[src/rtl/dmem_access_ctrl_pkg.sv]
// Shared definitions for the data-memory access controller.
//   state_e      : controller FSM encoding (IDLE=0, ACCESS=1, RESP=2)
//   lat_init()   : preload value for the bus-hold counter
//   LAT_CNT_W    : width of the bus-hold counter
package dmem_access_ctrl_pkg;

  localparam int LAT_CNT_W = 4;

  typedef enum logic [1:0] {
    IDLE   = 2'd0,
    ACCESS = 2'd1,
    RESP   = 2'd2
  } state_e;

  // The counter runs from MEM_LAT-1 down to 0, so ACCESS lasts MEM_LAT cycles.
  // Legal MEM_LAT is 1..15 to fit the 4-bit counter.
  function automatic logic [LAT_CNT_W-1:0] lat_init(input int unsigned mem_lat);
    return LAT_CNT_W'(mem_lat - 1);
  endfunction

endpackage

[src/rtl/dmem_access_ctrl.sv]
// dmem_access_ctrl
// Initiator side of the data-memory interface in the CPU memory stage. Takes
// one load/store at a time from the pipeline, drives the memory bus for
// MEM_LAT cycles, captures the read data / error and returns one response.
//
// Ports
//   clk, rst_n                  clock, asynchronous active-low reset
//   req_valid/req_ready         request handshake from the pipeline
//   req_write, req_addr,        request: store flag, word address, store data
//   req_wdata
//   resp_valid/resp_ready       response handshake to the pipeline
//   resp_data, resp_error       load data (0 for stores/faults), address fault
//   mem_addr, mem_wdata         memory bus address / write data (registered)
//   mem_write_flag,             memory strobes, mutually exclusive, idle low
//   mem_read_flag
//   mem_rdata, mem_error        memory read data and fault from the memory
module dmem_access_ctrl
  import dmem_access_ctrl_pkg::*;
#(
  parameter int DATA_WID = 64,
  parameter int MAX_ADDR = 10,
  parameter int MEM_LAT  = 1
) (
  input  logic                clk,
  input  logic                rst_n,
  input  logic                req_valid,
  output logic                req_ready,
  input  logic                req_write,
  input  logic [DATA_WID-1:0] req_addr,
  input  logic [DATA_WID-1:0] req_wdata,
  output logic                resp_valid,
  input  logic                resp_ready,
  output logic [DATA_WID-1:0] resp_data,
  output logic                resp_error,
  output logic [DATA_WID-1:0] mem_addr,
  output logic [DATA_WID-1:0] mem_wdata,
  output logic                mem_write_flag,
  output logic                mem_read_flag,
  input  logic [DATA_WID-1:0] mem_rdata,
  input  logic                mem_error
);

  localparam logic [DATA_WID-1:0]  MAX_ADDR_W = DATA_WID'(MAX_ADDR);
  localparam logic [LAT_CNT_W-1:0] LAT_LOAD   = lat_init(MEM_LAT);

  state_e                 r_state;
  state_e                 w_next_state;
  logic [LAT_CNT_W-1:0]   r_lat_cnt;
  logic [DATA_WID-1:0]    r_addr;
  logic [DATA_WID-1:0]    r_wdata;
  logic                   r_write;
  logic [DATA_WID-1:0]    r_resp_data;
  logic                   r_resp_error;
  logic                   w_addr_ok;
  logic                   w_lat_done;

  // Full-width unsigned compare: high address bits must not alias into range.
  assign w_addr_ok  = (req_addr <= MAX_ADDR_W);
  assign w_lat_done = (r_lat_cnt == '0);

  // Next-state and output decode
  always_comb begin
    w_next_state   = r_state;
    req_ready      = 1'b0;
    resp_valid     = 1'b0;
    mem_write_flag = 1'b0;
    mem_read_flag  = 1'b0;
    case (r_state)
      IDLE: begin
        req_ready = 1'b1;
        if (req_valid) begin
          w_next_state = w_addr_ok ? ACCESS : RESP;
        end
      end
      ACCESS: begin
        mem_write_flag = r_write;
        mem_read_flag  = ~r_write;
        if (w_lat_done) begin
          w_next_state = RESP;
        end
      end
      RESP: begin
        resp_valid = 1'b1;
        // Back to IDLE only; the next request is taken a cycle later.
        if (resp_ready) begin
          w_next_state = IDLE;
        end
      end
      default: w_next_state = IDLE;
    endcase
  end

  // State, bus and response registers
  always_ff @(posedge clk or negedge rst_n) begin
    if (!rst_n) begin
      r_state      <= IDLE;
      r_lat_cnt    <= '0;
      r_addr       <= '0;
      r_wdata      <= '0;
      r_write      <= 1'b0;
      r_resp_data  <= '0;
      r_resp_error <= 1'b0;
    end else begin
      r_state <= w_next_state;
      case (r_state)
        IDLE: begin
          if (req_valid) begin
            if (w_addr_ok) begin
              r_addr    <= req_addr;
              r_wdata   <= req_wdata;
              r_write   <= req_write;
              r_lat_cnt <= LAT_LOAD;
            end else begin
              // Faulting address: bus registers are left untouched.
              r_resp_data  <= '0;
              r_resp_error <= 1'b1;
            end
          end
        end
        ACCESS: begin
          if (w_lat_done) begin
            r_resp_data  <= r_write ? '0 : mem_rdata;
            r_resp_error <= mem_error;
          end else begin
            r_lat_cnt <= r_lat_cnt - 1'b1;
          end
        end
        default: ;
      endcase
    end
  end

  assign mem_addr   = r_addr;
  assign mem_wdata  = r_wdata;
  assign resp_data  = r_resp_data;
  assign resp_error = r_resp_error;

endmodule

[config.mk]
export PLATFORM = sky130hd
export DESIGN_NAME = dmem_access_ctrl
export DESIGN_NICKNAME = d
export VERILOG_FILES = /design/src/rtl/dmem_access_ctrl_pkg.sv /design/src/rtl/dmem_access_ctrl.sv
export SDC_FILE = /design/constraint.sdc
export NUM_CORES = 1
export LEC_CHECK = 0
export CORE_MARGIN = 8
export CORE_UTILIZATION = 39
export DETAILED_ROUTE_END_ITERATION = 16
export PLACE_DENSITY = 0.78
export SKIP_CTS_REPAIR_TIMING = 1
export SYNTH_ARGS = -nofsm -noshare
export SYNTH_HDL_FRONTEND = slang
export SYNTH_SLANG_ARGS = --single-unit
[constraint.sdc]
create_clock -name clk -period 2.6 [get_ports clk]
set_input_delay 0.52 -clock clk [delete_from_list [all_inputs] [get_ports clk]]
set_output_delay 0.52 -clock clk [all_outputs]
set_load 0.01 [all_outputs]
==> flow_summary_export.csv <==
group,metric,value,unit
placed_design,dpl_worst_slack,-0.524,ns
setup_path,criticalPathCategory,"primary input to register",
yosys,ys_types,40,
sta,fin_ws,0.0411,ns
placed_design,place.gp.congestion,0.795,
sta,finalCritPeriodShare,0.984,
setup_path,critical-path-max-stage-delay,0.46,ns
sta,clock_skew,0.0152,ns
drt,wl,23700,microns
grt,grt_pass1_wl,36500,microns
setup_path,cp.required,2.91,ns
grt,grt_max_degree,72,
power,p_total,7.45,mW
yosys,ys_warn_count,0,
final_layout,diodes,0,
floorplanning,die_w,154,microns
floorplanning,die_area,23600,sq um
sta,slew_violations,0,
sta,setup_violations,0,
floorplanning,fp.coreArea,18600,sq um
power,p_leak,5.74,nW
setup_path,worstPathCellList,"clkdlybuf4s50_1 > nor4_2 > nand4_1 > or3_4 > or3_1 > buf_12 > buf_12 > and2_1",
grt,use_met1,0.225,
power,vdd_drop_max,462,uV
grt,grt_pass1_vias,6241,
grt,overflow,0,
yosys,netlist.area_leader.share,0.677,
floorplanning,die_h,154,microns
drt,drc,0,
drt,vias,5676,
setup_path,cp_common_cell,"buf_12",
sta,whs,0.0852,ns
floorplanning,ios,395,
final_layout,post-route-util,0.671,
setup_path,cp_num_cells,8,
setup_path,cp_data_arrival_time,2.87,ns
yosys,synth_nets,694,
clocking,htreeDepth,4,
final_layout,drive_gt1_frac,0.125,
yosys,synth_edf_count,0,
yosys,syn_avg_cell_area,15.0,sq um
floorplanning,initial_core_util,0.396,
yosys,async_flop_share,1.00,
drt,drt-initial-drc-count,212,
grt,met3_usage,0.0751,
setup_path,crit_buf_inv,3,
clocking,path_clk_slew,0.08,ns
clocking,cts_buffer_depth,2,
clocking,cts_tree,"built",
clocking,clk_latency,0.43,ns
sta,finalHoldViolCount,0,
setup_path,start_kind,"primary input",
yosys,synthTopCellsByArea,"dfrtp_1 (68%), a22o_1 (7.6%), mux2_2 (5.6%), and2_1 (5.2%), mux2_1 (4.3%)",
placed_design,io_buffers,394,
final_layout,nets,1109,
yosys,synth_ff_type,"dfrtp_1",
placed_design,dp.cells,1120,
yosys,ys_seq_area_frac,0.677,
floorplanning,num_rows,50,
drt,ant_nets,0,
yosys,ys_ff_latch,200,
drt,first_pass_iters,5,
flow_run,drv_cap,0,
final_layout,stdcell_area,12500,sq um
sta,slew_headroom,0.537,
grt,antenna_found_initial,0,
grt,grt-busiest-layer,"met2",
yosys,synth_cells,494,
clocking,cts_sinks,200,
yosys,syn_area,7390,sq um
setup_path,cp_slowest_cell,"or3_4",
sta,max_freq,0.391,GHz
power,p_per_area,596,nW/um^2
setup_path,cp_max_fo,17,
clocking,numCtsBuffers,17,
final_layout,syn_to_final_growth,69.3,%
clocking,cts-root-buf,"clkbuf_16",
drt,post_drt_wl_per_cell,20.5,microns
placed_design,hpwl,18500,microns
final_layout,final_cells,1156,
sta,tns,0,ns
setup_path,r2r_cells,7,
sta,min_period,2.56,ns
placed_design,placed_area,11800,sq um
drt,via_per_inst,4.91,
run_status,status,"complete, no violations",
setup_path,critical-path-top-delay-family,"simple AND/OR/NAND/NOR gates",
yosys,yosys.area.top_type,"dfrtp_1",
hold_path,hold_path_class,"primary input to async pin",
setup_path,endpoint_kind,"register",
grt,grtUsageTotal,0.199,
sta,tightest_slew,0.694,ns
grt,grt_use_met2,0.338,
setup_path,reg2reg_slack,0.50,ns
kinds of logic after synthesis:
| family | share of synthesized area |
|---|---|
| simple gates | 0.0881 |
| fa+ha+maj | 0.00339 |
| compound gates | 0.0926 |
| buf+inv | 0.0300 |
| flops | 0.677 |
| mux | 0.109 |
synthesized netlist by cell type, types with 2 or more instances:
cell type and count:
a211oi_1 3, a21oi_1 2, a22o_1 64, a31o_2 2, and2_1 62, and3_1 2
buf_2 9, buf_6 10, clkbuf_1 9, dfrtp_1 200, ha_1 2, inv_1 6
mux2_1 28, mux2_2 37, mux2_4 4, nand2_1 3, nand2b_1 2, nand4_1 3
nor2_1 8, nor3_1 3, nor4_1 15, o21ai_0 2
power breakdown:
part | total [mW] | leakage (nW) | internal [mW] | switching [mW]
clock | 2.73 | 0.303 | 1.40 | 1.33
combinational | 1.39 | 2.66 | 0.796 | 0.593
sequential | 3.33 | 2.78 | 3.24 | 0.0948
worst register-to-register path, stage by stage (launching register included):
cell and delay (ns):
dfrtp_1 0.43, inv_1 0.12, ha_1 0.16, nor3b_1 0.20, buf_4 0.17, and2_2 0.13
buf_4 0.52, a22o_1 0.32
sequential cells by signal, summed over array words and instances (netlist names):
signal      cells
r_state         2
r_write         1
r_lat_cnt       4
resp_data      64
resp_error      1
mem_addr       64
mem_wdata      64
layout by cell type (no fill, tap or decap), types with 3 or more instances in the layout:
master and n:
nor4_1 13, nand4_1 3, nor2_1 8, buf_12 14
inv_1 6, nor3_1 3, mux2_1 28, mux2_4 4
inv_8 3, inv_6 4, clkdlybuf4s50_1 393, a22o_1 64
nand2_1 3, mux2_2 37, clkbuf_16 18, and2_1 61
dfrtp_1 200, a211oi_1 3, buf_4 16, clkinv_8 4
path summary, 6_finish.rpt:
kind | startpoint | end
max | req_addr[19] | mem_addr[17]
min | rst_n | mem_wdata[43]
max reg2reg | r_lat_cnt[0] | resp_data[44]
min reg2reg | mem_addr[58] | mem_addr[58]
max in group asynchronous | rst_n | mem_wdata[58]
min in group clk | mem_addr[58] | mem_addr[58]
final cells by class:
cell class | count | area [sq um]
fillers | 1369 | 6130
flip-flops and latches | 200 | 5000
repair buffers | 425 | 4370
multi-input cells | 259 | 2190
clock buffers | 17 | 425
well taps | 234 | 293
clock inverters | 15 | 198
inverters | 6 | 22.5
per-layer routing:
metal / wire (microns) / vias to the layer above
li1: - / 2599
met1: 9230 / 2802
met2: 12000 / 250
met3: 1960 / 25
met4: 518 / 0
met5: 0 / -
Note: power is estimated with default switching activity, not from simulation.
